**config.mk**
```make
export PLATFORM = sky130hd
export DESIGN_NAME = mem_arbiter
export DESIGN_NICKNAME = d
export VERILOG_FILES = /design/src/rtl/mem_arbiter.sv
export SDC_FILE = /design/constraint.sdc
export NUM_CORES = 1
export LEC_CHECK = 0
export ABC_AREA = 1
export ABC_CLOCK_PERIOD_IN_PS = 2410
export CELL_PAD_IN_SITES_DETAIL_PLACEMENT = 1
export CELL_PAD_IN_SITES_GLOBAL_PLACEMENT = 2
export CORE_MARGIN = 1.5
export CORE_UTILIZATION = 12
export DETAILED_ROUTE_END_ITERATION = 8
export GPL_ROUTABILITY_DRIVEN = 0
export PLACE_DENSITY_LB_ADDON = 0.1
export SETUP_SLACK_MARGIN = 0.1
export SYNTH_ARGS = -nofsm -noshare
export SYNTH_HDL_FRONTEND = slang
export SYNTH_SLANG_ARGS = --single-unit
export TNS_END_PERCENT = 50
```
**constraint.sdc**
```tcl
create_clock -name clk -period 2.41 [get_ports clk]
set_clock_uncertainty 0.05 [all_clocks]
set_input_delay 0.3615 -clock clk [delete_from_list [all_inputs] [get_ports clk]]
set_output_delay 0.3615 -clock clk [all_outputs]
set_load 0.01 [all_outputs]
```
**src/rtl/mem_arbiter.sv**
```systemverilog
// Two-port memory arbiter with lock ownership, lock timeout and registered read-valid.
// Define ARB_ROUND_ROBIN_EN for round-robin contention; the default build uses fixed priority (port 0 wins).
//   state | meaning
//   IDLE  | no owner, arbitrate between requesters
//   LOCK0 | port 0 owns the bus, port 1 stalls
//   LOCK1 | port 1 owns the bus, port 0 stalls
module mem_arbiter #(
  parameter int ADDR_W   = 6,
  parameter int DATA_W   = 16,
  parameter int LOCK_MAX = 8
) (
  input  logic              clk,
  input  logic              rst_n,
  input  logic              req0,
  input  logic              req1,
  input  logic              we0,
  input  logic              we1,
  input  logic [ADDR_W-1:0] addr0,
  input  logic [ADDR_W-1:0] addr1,
  input  logic [DATA_W-1:0] wdata0,
  input  logic [DATA_W-1:0] wdata1,
  input  logic              lock0,
  input  logic              lock1,
  output logic              gnt0,
  output logic              gnt1,
  output logic              rvalid0,
  output logic              rvalid1,
  output logic [DATA_W-1:0] rdata0,
  output logic [DATA_W-1:0] rdata1,
  output logic              lock_timeout,
  output logic              mem_we,
  output logic [ADDR_W-1:0] mem_addr,
  output logic [DATA_W-1:0] mem_data,
  input  logic [DATA_W-1:0] mem_out
);

  localparam int CNT_W = $clog2(LOCK_MAX + 2);

  typedef enum logic [1:0] {IDLE, LOCK0, LOCK1} state_t;

  state_t           state_q, state_d;
  logic [CNT_W-1:0] cnt_q, cnt_d, cnt_inc;
  logic             last_q, last_d;
  logic             blk_q, blk_d;
  logic             blk_port_q, blk_port_d;
  logic             to_q, to_d;
  logic             rvalid0_q, rvalid0_d;
  logic             rvalid1_q, rvalid1_d;
  logic             win1;

  always_comb begin
    gnt0       = 1'b0;
    gnt1       = 1'b0;
    state_d    = state_q;
    cnt_d      = cnt_q;
    last_d     = last_q;
    blk_d      = blk_q;
    blk_port_d = blk_port_q;
    to_d       = 1'b0;
    cnt_inc    = cnt_q + 1'b1;
`ifdef ARB_ROUND_ROBIN_EN
    win1 = ~last_q;
`else
    win1 = 1'b0;
`endif
    // a port that just timed out yields the next contention so the other side gets through
    if (blk_q) win1 = ~blk_port_q;

    case (state_q)
      IDLE: begin
        if (req0 && req1) begin
          gnt0 = ~win1;
          gnt1 = win1;
        end else begin
          gnt0 = req0;
          gnt1 = req1;
        end
      end
      LOCK0:   gnt0 = req0;
      LOCK1:   gnt1 = req1;
      default: ;
    endcase
    if (!rst_n) begin
      gnt0 = 1'b0;
      gnt1 = 1'b0;
    end

    case (state_q)
      IDLE: begin
        if (gnt0 && lock0 && !(blk_q && !blk_port_q)) begin
          state_d = LOCK0;
          cnt_d   = CNT_W'(1);
        end else if (gnt1 && lock1 && !(blk_q && blk_port_q)) begin
          state_d = LOCK1;
          cnt_d   = CNT_W'(1);
        end
        if (blk_q && ((gnt1 && !blk_port_q) || (gnt0 && blk_port_q) || !(gnt0 || gnt1)))
          blk_d = 1'b0;
      end
      LOCK0, LOCK1: begin
        if (cnt_inc >= CNT_W'(LOCK_MAX)) begin
          state_d    = IDLE;
          cnt_d      = '0;
          to_d       = 1'b1;
          blk_d      = 1'b1;
          blk_port_d = (state_q == LOCK1);
        end else if ((state_q == LOCK0 && !lock0) || (state_q == LOCK1 && !lock1)) begin
          state_d = IDLE;
          cnt_d   = '0;
        end else begin
          cnt_d = cnt_inc;
        end
      end
      default: state_d = IDLE;
    endcase

    if (gnt0)      last_d = 1'b0;
    else if (gnt1) last_d = 1'b1;

    rvalid0_d = gnt0 & ~we0;
    rvalid1_d = gnt1 & ~we1;
  end

  always_ff @(posedge clk) begin
    if (!rst_n) begin
      state_q    <= IDLE;
      cnt_q      <= '0;
      last_q     <= 1'b1;
      blk_q      <= 1'b0;
      blk_port_q <= 1'b0;
      to_q       <= 1'b0;
      rvalid0_q  <= 1'b0;
      rvalid1_q  <= 1'b0;
    end else begin
      state_q    <= state_d;
      cnt_q      <= cnt_d;
      last_q     <= last_d;
      blk_q      <= blk_d;
      blk_port_q <= blk_port_d;
      to_q       <= to_d;
      rvalid0_q  <= rvalid0_d;
      rvalid1_q  <= rvalid1_d;
    end
  end

  assign mem_we       = gnt0 ? we0    : (gnt1 ? we1    : 1'b0);
  assign mem_addr     = gnt0 ? addr0  : (gnt1 ? addr1  : '0);
  assign mem_data     = gnt0 ? wdata0 : (gnt1 ? wdata1 : '0);
  assign rvalid0      = rvalid0_q;
  assign rvalid1      = rvalid1_q;
  assign rdata0       = rvalid0_q ? mem_out : '0;
  assign rdata1       = rvalid1_q ? mem_out : '0;
  assign lock_timeout = to_q;

endmodule

```
==> results <==
sequential cells by signal (all words and copies together), names as in the netlist:
| name | count |
|---|---|
| blk_q | 1 |
| blk_port_q | 1 |
| state_q | 2 |
| rvalid0 | 1 |
| lock_timeout | 1 |
| rvalid1 | 1 |
| cnt_q | 4 |
critical path: cells and delay by family (launching register included):
family / cells / cell delay [ps]
buffers and inverters: 5 / 600
and+or+nand+nor: 5 / 420
DFF: 1 / 380
adders and majority gates: 1 / 160
path summary, 6_finish.rpt:
| path | depth (start not counted) | slack (ps) | from | end |
|---|---|---|---|---|
| hold / removal | 2 | 440 | cnt_q[3] | cnt_q[3] |
| setup / recovery | 11 | 200 | state_q[0] | mem_data[0] |
| setup reg to reg | 13 | 600 | state_q[0] | cnt_q[1] |
| hold reg to reg | 2 | 440 | cnt_q[3] | cnt_q[3] |
cell families after synthesis:
kind of cell / synth area share, %
AND/OR/NAND/NOR: 50.4
buffers and inverters: 19.4
AO/OA/AOI/OAI: 5.88
flip-flops: 16.7
adder cells (fa/ha/maj): 5.69
XOR/XNOR: 1.99
final cells by class:
| type | count | area, um^2 |
|---|---|---|
| clock buffer | 4 | 45.0 |
| fill | 1360 | 7770 |
| inverter | 50 | 193 |
| multi-input combinational | 178 | 888 |
| sequential | 11 | 224 |
| tap | 140 | 175 |
| timing repair buffer | 154 | 1500 |
power groups by stage:
| stage | Clock (mW) | Sequential [mW] | Combinational (mW) |
|---|---|---|---|
| final | 0.192 | 0.246 | 1.28 |
| after floorplan | 0 | 0.240 | 0.592 |
| after global placement | 0 | 0.248 | 1.22 |
| after CTS | 0.203 | 0.245 | 1.27 |
| after global routing | 0.214 | 0.252 | 1.44 |
| after detailed placement | 0 | 0.248 | 1.22 |
metal layers:
layer / GRT usage [%] / vias to the layer above / wire length [um]
li1: - / 1047 / -
met1: 13.4 / 912 / 2890
met2: 19.5 / 66 / 3110
met3: 2.66 / 2 / 485
met4: 1.79 / 0 / 29
met5: 0 / - / 0
cells in the final DEF, fill, tap and decap left out, types with 2 or more instances in the layout:
cell type,n
nand2_1,101
clkdlybuf4s50_1,99
inv_1,44
nand3_1,33
buf_4,18
nor2_1,12
dfxtp_1,10
clkbuf_2,7
buf_2,7
a21oi_1,6
clkdlybuf4s15_1,5
inv_2,4
dlygate4sd2_1,4
clkdlybuf4s15_2,4
nand3_2,3
o21ai_0,3
ha_4,3
ha_1,3
clkbuf_8,3
buf_12,3
buf_6,3
nand2_2,2
inv_4,2
xnor2_1,2
what timing repair did:
action                     4_1_cts  5_1_grt
gates cloned                     1        1
buffers inserted                 4        1
setup endpoints to repair       25       20
resized for setup               78       20
pin swaps                        3        2
==> qor.csv <==
metric;value;unit
die width;108;um
Design Power;1.72;mW
syn_nets;324;
final setup margin;200;ps
# DRC;0;
Psw;736;uW
number of buffers added to fix hold violations after cts;0;
cell-internal power;985;uW
worst setup path class;flip-flop to output pin;
Unique masters post-synth;25;
synth cell count leaders;101 x nand2_1, 48 x inv_1, 34 x nand3_1;
CTS buffer count;3;
pre-CTS setup slack;-231;ps
max cap viols;0;
Ports;128;
gr ovfl total;0;
proportion of layout cells with a drive suffix above 1;16.9;%
final WL;6.51;mm
root buffer cell;clkbuf_8;
Post-Synthesis Cell Area;0.00132;mm^2
slowest stage delay, CP;380;ps
slowest CP cell;dfxtp_4;
status;complete, no violations;
Critical Path AT;1800;ps
Primary FF master, synth;dfxtp_1;
CTS H-tree depth;1;
pwr dens;569;mW/mm^2
Post-Layout Cell Count;537;
Startpoint Class;flip-flop;
Post-synth EDFFs;0;
most frequent cell after synthesis;nand2_1;
Pins Over Slew Limit;0;
worst min path class;flip-flop to flip-flop;
core footprint;0.0108;mm^2
DRT Pass-1 Iters;3;
number of global-route vias before repair;2003;
Inst Count DP;526;
sequential area share after synthesis;16.7;%
CTS tree;done;
total die area;0.0116;mm^2
FMAX;0.453;GHz
Synth top area share;28.7;%
clk slew on worst S/H paths;50;ps
async set-or-reset flop fraction in the synthesized netlist;0;%
Clock Sinks;11;
Post-Synthesis Cells;250;
post-synth top area cell;nand2_1;
Clock Power Share;11.2;%
final setup vio count;0;
Tmin final;2210;ps
number of antenna violations at the first check in global routing;0;
largest net degree at the start of global routing;24;
first-pass GRT wire length;10.1;mm
setup TNS;0;ps
RSZ-0062 raised after global routing;true;
Reg power frac;14.3;%
Vias per Instance;3.77;
Global Route Usage Sum;10.9;%
port bufs;127;
Critical Path Fanout Max;10;
Final HPWL DP;5.33;mm
Combinational Power Share;74.6;%
worst slew pin tran;437;ps
Finished Core Util;28.0;%
Synth area leaders;nand2_1 29%, dfxtp_1 17%, inv_1 14%;
Final Hold Vio Count;0;
Yosys reg bits;11;
Antenna Cells;0;
Initial Utilization;12.2;%
Switching Fraction;42.8;%
Ys Warns;0;
Die Y;108;um
max_slew headroom;70.5;%
WL/cell;12.1;um
Site Rows;38;
Max VDD drop;0.000285;V
Critical Path RT;2000;ps
crit-path cells;inv_4 > ha_4 > nor2_2 > nor3_4 > nand2_2 > inv_4 > buf_12 > buf_12 > nand2_1 > nand2_1 > clkdlybuf4s15_2;
crit path capture type;output pin;
dpl cell area;0.00287;mm^2
via count;2027;
CTS Buffer Depth;2;
final instance area;0.00303;mm^2
synthesized area per cell;5.28;um^2
area delta synth->final;129;%
DR iter-0 viols;42;
Nets;472;
hold_ws;445;ps
clk_lat worst skew;240;ps
post-route antenna net violation count;0;
Tcrit/Tclk final;91.7;%
leakage power;1.58;nW
Note: power is estimated with default switching activity, not from simulation.
